$ cat src/rtl/luna_alu_sequencer.sv
// Command/response front end for the registered Luna ALU: issues one op, waits ALU_LATENCY, returns result.
// Optional build macro LUNA_ALU_SEQ_CHAIN_EN: cmd_chain feeds the previous result into alu_x.
module luna_alu_sequencer #(
    parameter int unsigned ALU_LATENCY = 1,
    parameter int unsigned CNT_W       = 16,
    localparam int unsigned DATA_W     = 16,
    localparam int unsigned OP_W       = 2
) (
    input  logic              clk,
    input  logic              rst,
    input  logic              cmd_valid,
    output logic              cmd_ready,
    input  logic [DATA_W-1:0] cmd_x,
    input  logic [DATA_W-1:0] cmd_y,
    input  logic [OP_W-1:0]   cmd_opcode,
    input  logic              cmd_zero_x,
    input  logic              cmd_zero_y,
    input  logic              cmd_negate_output,
    input  logic              cmd_chain,
    output logic [DATA_W-1:0] alu_x,
    output logic [DATA_W-1:0] alu_y,
    output logic [OP_W-1:0]   alu_opcode,
    output logic              alu_zero_x,
    output logic              alu_zero_y,
    output logic              alu_negate_output,
    input  logic [DATA_W-1:0] alu_result,
    input  logic              alu_is_zero,
    input  logic              alu_is_negative,
    output logic              rsp_valid,
    input  logic              rsp_ready,
    output logic [DATA_W-1:0] rsp_result,
    output logic              rsp_is_zero,
    output logic              rsp_is_negative,
    output logic              busy,
    output logic [CNT_W-1:0]  op_count
);
    localparam int unsigned LAT_W = 4;

    localparam logic [1:0] ST_IDLE = 2'd0;
    localparam logic [1:0] ST_WAIT = 2'd1;
    localparam logic [1:0] ST_DONE = 2'd2;

    logic [1:0]        state_q;
    logic [1:0]        state_d;
    logic [LAT_W-1:0]  lat_cnt_q;
    logic              accept_c;
    logic              capture_c;
    logic              release_c;
    logic [DATA_W-1:0] x_sel_c;

    assign cmd_ready = (state_q == ST_IDLE);
    assign busy      = (state_q != ST_IDLE);

`ifdef LUNA_ALU_SEQ_CHAIN_EN
    logic [DATA_W-1:0] prev_result_q;

    assign x_sel_c = cmd_chain ? prev_result_q : cmd_x;

    // Last result handed to the consumer, reused as x by chained commands.
    always_ff @(posedge clk or negedge rst) begin
        if (!rst) begin
            prev_result_q <= '0;
        end else if (release_c) begin
            prev_result_q <= rsp_result;
        end
    end
`else
    logic unused_chain;

    assign unused_chain = cmd_chain;
    assign x_sel_c      = cmd_x;
`endif

    always_ff @(posedge clk or negedge rst) begin
        if (!rst) begin
            state_q <= ST_IDLE;
        end else begin
            state_q <= state_d;
        end
    end

    // Next state plus single-cycle strobes for the datapath registers.
    always_comb begin
        state_d   = state_q;
        accept_c  = 1'b0;
        capture_c = 1'b0;
        release_c = 1'b0;
        case (state_q)
            ST_IDLE: begin
                if (cmd_valid) begin
                    accept_c = 1'b1;
                    state_d  = ST_WAIT;
                end
            end
            ST_WAIT: begin
                if (lat_cnt_q == '0) begin
                    capture_c = 1'b1;
                    state_d   = ST_DONE;
                end
            end
            ST_DONE: begin
                if (rsp_ready) begin
                    release_c = 1'b1;
                    state_d   = ST_IDLE;
                end
            end
            default: state_d = ST_IDLE;
        endcase
    end

    // ALU drive, latency countdown, response capture and completion count.
    always_ff @(posedge clk or negedge rst) begin
        if (!rst) begin
            alu_x             <= '0;
            alu_y             <= '0;
            alu_opcode        <= '0;
            alu_zero_x        <= 1'b0;
            alu_zero_y        <= 1'b0;
            alu_negate_output <= 1'b0;
            lat_cnt_q         <= '0;
            rsp_valid         <= 1'b0;
            rsp_result        <= '0;
            rsp_is_zero       <= 1'b0;
            rsp_is_negative   <= 1'b0;
            op_count          <= '0;
        end else begin
            if (accept_c) begin
                alu_x             <= x_sel_c;
                alu_y             <= cmd_y;
                alu_opcode        <= cmd_opcode;
                alu_zero_x        <= cmd_zero_x;
                alu_zero_y        <= cmd_zero_y;
                alu_negate_output <= cmd_negate_output;
                lat_cnt_q         <= LAT_W'(ALU_LATENCY);
            end else if ((state_q == ST_WAIT) && (lat_cnt_q != '0)) begin
                lat_cnt_q <= lat_cnt_q - LAT_W'(1);
            end
            if (capture_c) begin
                rsp_valid       <= 1'b1;
                rsp_result      <= alu_result;
                rsp_is_zero     <= alu_is_zero;
                rsp_is_negative <= alu_is_negative;
            end
            if (release_c) begin
                rsp_valid <= 1'b0;
                op_count  <= op_count + CNT_W'(1);
            end
        end
    end

endmodule
$ cat config.mk
export PLATFORM = sky130hd
export DESIGN_NAME = luna_alu_sequencer
export DESIGN_NICKNAME = d
export VERILOG_FILES = /design/src/rtl/luna_alu_sequencer.sv
export SDC_FILE = /design/constraint.sdc
export NUM_CORES = 1
export LEC_CHECK = 0
export CAP_MARGIN = 15
export CORE_ASPECT_RATIO = 2
export CORE_MARGIN = 8
export CORE_UTILIZATION = 35
export CTS_CLUSTER_DIAMETER = 60
export DETAILED_ROUTE_END_ITERATION = 16
export PLACE_DENSITY_LB_ADDON = 0.25
export SLEW_MARGIN = 10
export SYNTH_ARGS = -nofsm -noshare
export SYNTH_HDL_FRONTEND = slang
export SYNTH_SLANG_ARGS = --single-unit
export TNS_END_PERCENT = 1
$ cat constraint.sdc
create_clock -name clk -period 2.23 [get_ports clk]
set_input_delay 0.669 -clock clk [delete_from_list [all_inputs] [get_ports clk]]
set_output_delay 0.669 -clock clk [all_outputs]
set_load 0.005 [all_outputs]
==> results.md <==
- Final #Nets: 417
- Crit path max-delay family: buffers and inverters
- Cells along the critical path: nor2_4 -> clkdlybuf4s50_1
- Die area: 12,500 um2
- DP Area: 4620 um2
- Via-to-Cell Ratio: 4.75
- Drt first-iter violations: between 40 and 50
- CTS HTree Levels: 3
- ANT cells: 0
- Slew margin rel.: 76.3%
- Yosys warning count: 0
- Min Tclk post-route: 2160 ps
- Fillers: 793
- Non-Filler Cell Area, Final: approximately 5000 um2
- Post-CTS setup buffers: 0
- Buffers on Ports: 132
- Sw Share: 25.6%
- Clock Skews: 5.44 ps
- Cells after Synth: between 200 and 250
- Max frequency: 463 MHz
- Critical path data arrival time: between 1000 and 1500 ps
- Number of I/O pins: 134
- Crit start category: flop
- Clk_lat worst skew: ~320 ps
- #FFs+latches synth: 78
- Switching power: 1730 uW
- DRT Pass-1 Iters: 4
- Pins Over Slew Limit: 0
- DRC Markers: 0
- Avg Cell Area, Syn: 14.8 um2
- Global-route wire length before repair: around 13,000 um
- Die Height: 150 um
- # placed instances: approximately 450
- Critical Path End Type: primary output
- R2r setup slk: 580 ps
- Worst Tran Pin Value: about 350 ps
- DR WL/cell: 17.5 um
- Cts bufs inserted: 9
- Cts-stage hold buffer count: 0
- Cell Count, Final, Fillers Out: 460
- Pwr dens: approximately 1400 nW/um2
- Reg power frac: 35.0%
- Min Hold Slack: 194 ps
- Mapped Area: around 3200 um2
- Max FO, Critical Path: 5
- Clk buf depth: 2
- Setup TNS: 0 ps
- Die X: 83.1 um
- Area grow syn2layout: 58.0%
- Clock Root Buffer: clkbuf_16
- Reg area: slightly below 2000 um2
- CP Buf/Inv Count: 1
- Final setup viols: 0
- Routed via count: 2,186
- Initial antenna violation count: 0
- Period utilization: 96.8%
- Post-synthesis cell type count: 28
- Worst Setup Path Type: flop to primary output
- Fraction of layout cells with a size suffix above 1: a little under a quarter
- Post-synth net total: ~280
- Multi-input logic area: between 1000 and 1500 um2
- Core Box Area: 8890 um2
- Hold/Removal Path Class: input port to async pin
- Lkg Pwr: 0.00217 uW
- Clock Sinks: 78
- Final hold viol count: 0
- CTS tree: yes
- Max-capacitance violation count: 0
- Largest net degree at the start of global routing: 65
- Clk slew on worst S/H paths: 60 ps
- Status: completed
- Num rows: 49
- Slowest CP cell: clkdlybuf4s50_1
- CP required: 1560 ps
- Seq/Total Area, Yosys: between 60% and 70%
- Total gr overflow: 0
- Dpl hpwl: roughly 6200 um
- Vias in the first global route: between 2,000 and 2,500
- Clock Power Share: 25.4%
- Maximum VDD drop: 0.734 mV
- Crit path largest cell delay: 520 ps
- Combinational power share: between 30% and 40%
- Internal: 5020 uW
- Initial core utilization: 35.5%
- GRT Total Usage: a little over an eighth
- RSZ-0062 raised after global routing: no
- Drt total wl: just over 8000 um
- Routability congestion estimate: between 0.7 and 0.8
- Utilization after layout: about 56%
- Post-route ant nets: 0
-- placed cells by master (no fill, tap or decap) --
cell type        instances
and2_1                   1
or2_4                    1
and2_4                   1
and2b_2                  1
bufinv_16                3
o21ai_0                  2
nor2_1                   4
inv_1                    3
buf_12                   3
xnor2_1                 11
buf_4                    3
nor2_4                   1
or3b_1                   1
nand2_1                 13
mux2_4                   8
clkdlybuf4s50_1        131
ha_1                     3
clkbuf_16                9
and3_1                   5
nand3_1                 10
nor4_4                   1
and4_1                   1
xor2_1                   6
dfrtp_1                 78
nand3b_4                 1
nand4_1                  2
or2b_1                   1
and3b_2                  1
nor3_1                   2
clkbuf_8                 3
mux2_2                  48
-- sequential cells by signal (all words and copies together), names as in the netlist, 2 cells and up --
| register | count |
|---|---|
| alu_x | 16 |
| lat_cnt_q | 4 |
| alu_y | 16 |
| state_q | 2 |
| op_count | 16 |
| rsp_result | 16 |
| alu_opcode | 2 |
-- metal layers --
layer	vias up	routed length [um]	global-route usage, %
met5	-	0	0
li1	1008	-	-
met2	65	4770	24.8
met3	16	463	4.39
met4	0	268	7.52
met1	1097	2560	12.0
-- synth_stat cells, drive strengths merged --
cell type	count	area share, %
dfrtp	78	62
mux2	56	21
nand2	13	1.5
xnor2	11	3.1
nand3	10	1.6
buf	7	1.7
xor2	6	1.7
and3	5	0.99
nor2	5	0.67
ha	3	1.2
inv	3	0.36
and2	2	0.48
nand4	2	0.40
nor3	2	0.32
o21ai	2	0.32
and2b	1	0.28
and3b	1	0.32
and4	1	0.28
nand3b	1	0.63
nor4	1	0.67
or2	1	0.28
or2b	1	0.24
or3b	1	0.28
-- what timing repair did --
item                                   4_1_cts  5_1_grt
setup endpoints to repair                    1        0
gates resized for setup                      1        0
endpoints found under the hold margin        0        0
-- path summary, 6_finish.rpt --
kind / from / to / cells after the start
max reg2reg: lat_cnt_q[0] / lat_cnt_q[0] / 6
min in group clk: op_count[15] / op_count[15] / 1
min: rst / alu_y[12] / 1
min reg2reg: op_count[15] / op_count[15] / 1
max: state_q[1] / cmd_ready / 2
max in group asynchronous: rst / op_count[11] / 2
-- layout make-up --
class | instances | area share (%)
Timing Repair Buffer | 137 | 28.0
Clock inverter | 3 | 1.81
Clock buffer | 12 | 5.35
Sequential cell | 78 | 39.1
Multi-Input combinational cell | 125 | 23.0
Inverter | 3 | 0.226
Tap cell | 102 | 2.56
-- power by group through the flow --
stage,registers [uW],logic [uW],clock network [uW]
detailed placement,2380,2730,0
CTS,2370,2750,1770
global route,2440,2890,1820
finish,2360,2680,1710
floorplan,2400,1100,0
global placement,2340,2680,0
-- worst reg2reg max path, cell delays in order, from the launching register on --
cell and delay, ps:
dfrtp_1 370, inv_1 100, ha_1 170, or3b_1 400, nand2_1 140, nand2_1 90, mux2_2 260
-- logic make-up (layout without fill, tap and decap cells) --
group | after synthesis | count (layout) | synth area share, %
adder cells (fa/ha/maj) | 3 | 3 | 1.19
buffers and inverters | 10 | 155 | 2.02
AO/OA/AOI/OAI | 2 | 2 | 0.317
multiplexers | 56 | 56 | 20.9
AND/OR/NAND/NOR | 47 | 47 | 8.96
flip-flops | 78 | 78 | 61.9
XOR/XNOR | 17 | 17 | 4.72
-- per-stage QoR --
stage	setup slack [ps]	power, uW
5_1_grt	2.26	7160
2_1_floorplan	710	3500
3_3_place_gp	77.0	5020
6_report	70.6	6750
4_1_cts	41.5	6890
3_5_place_dp	56.7	5110
Note: power is estimated with default switching activity, not from simulation.
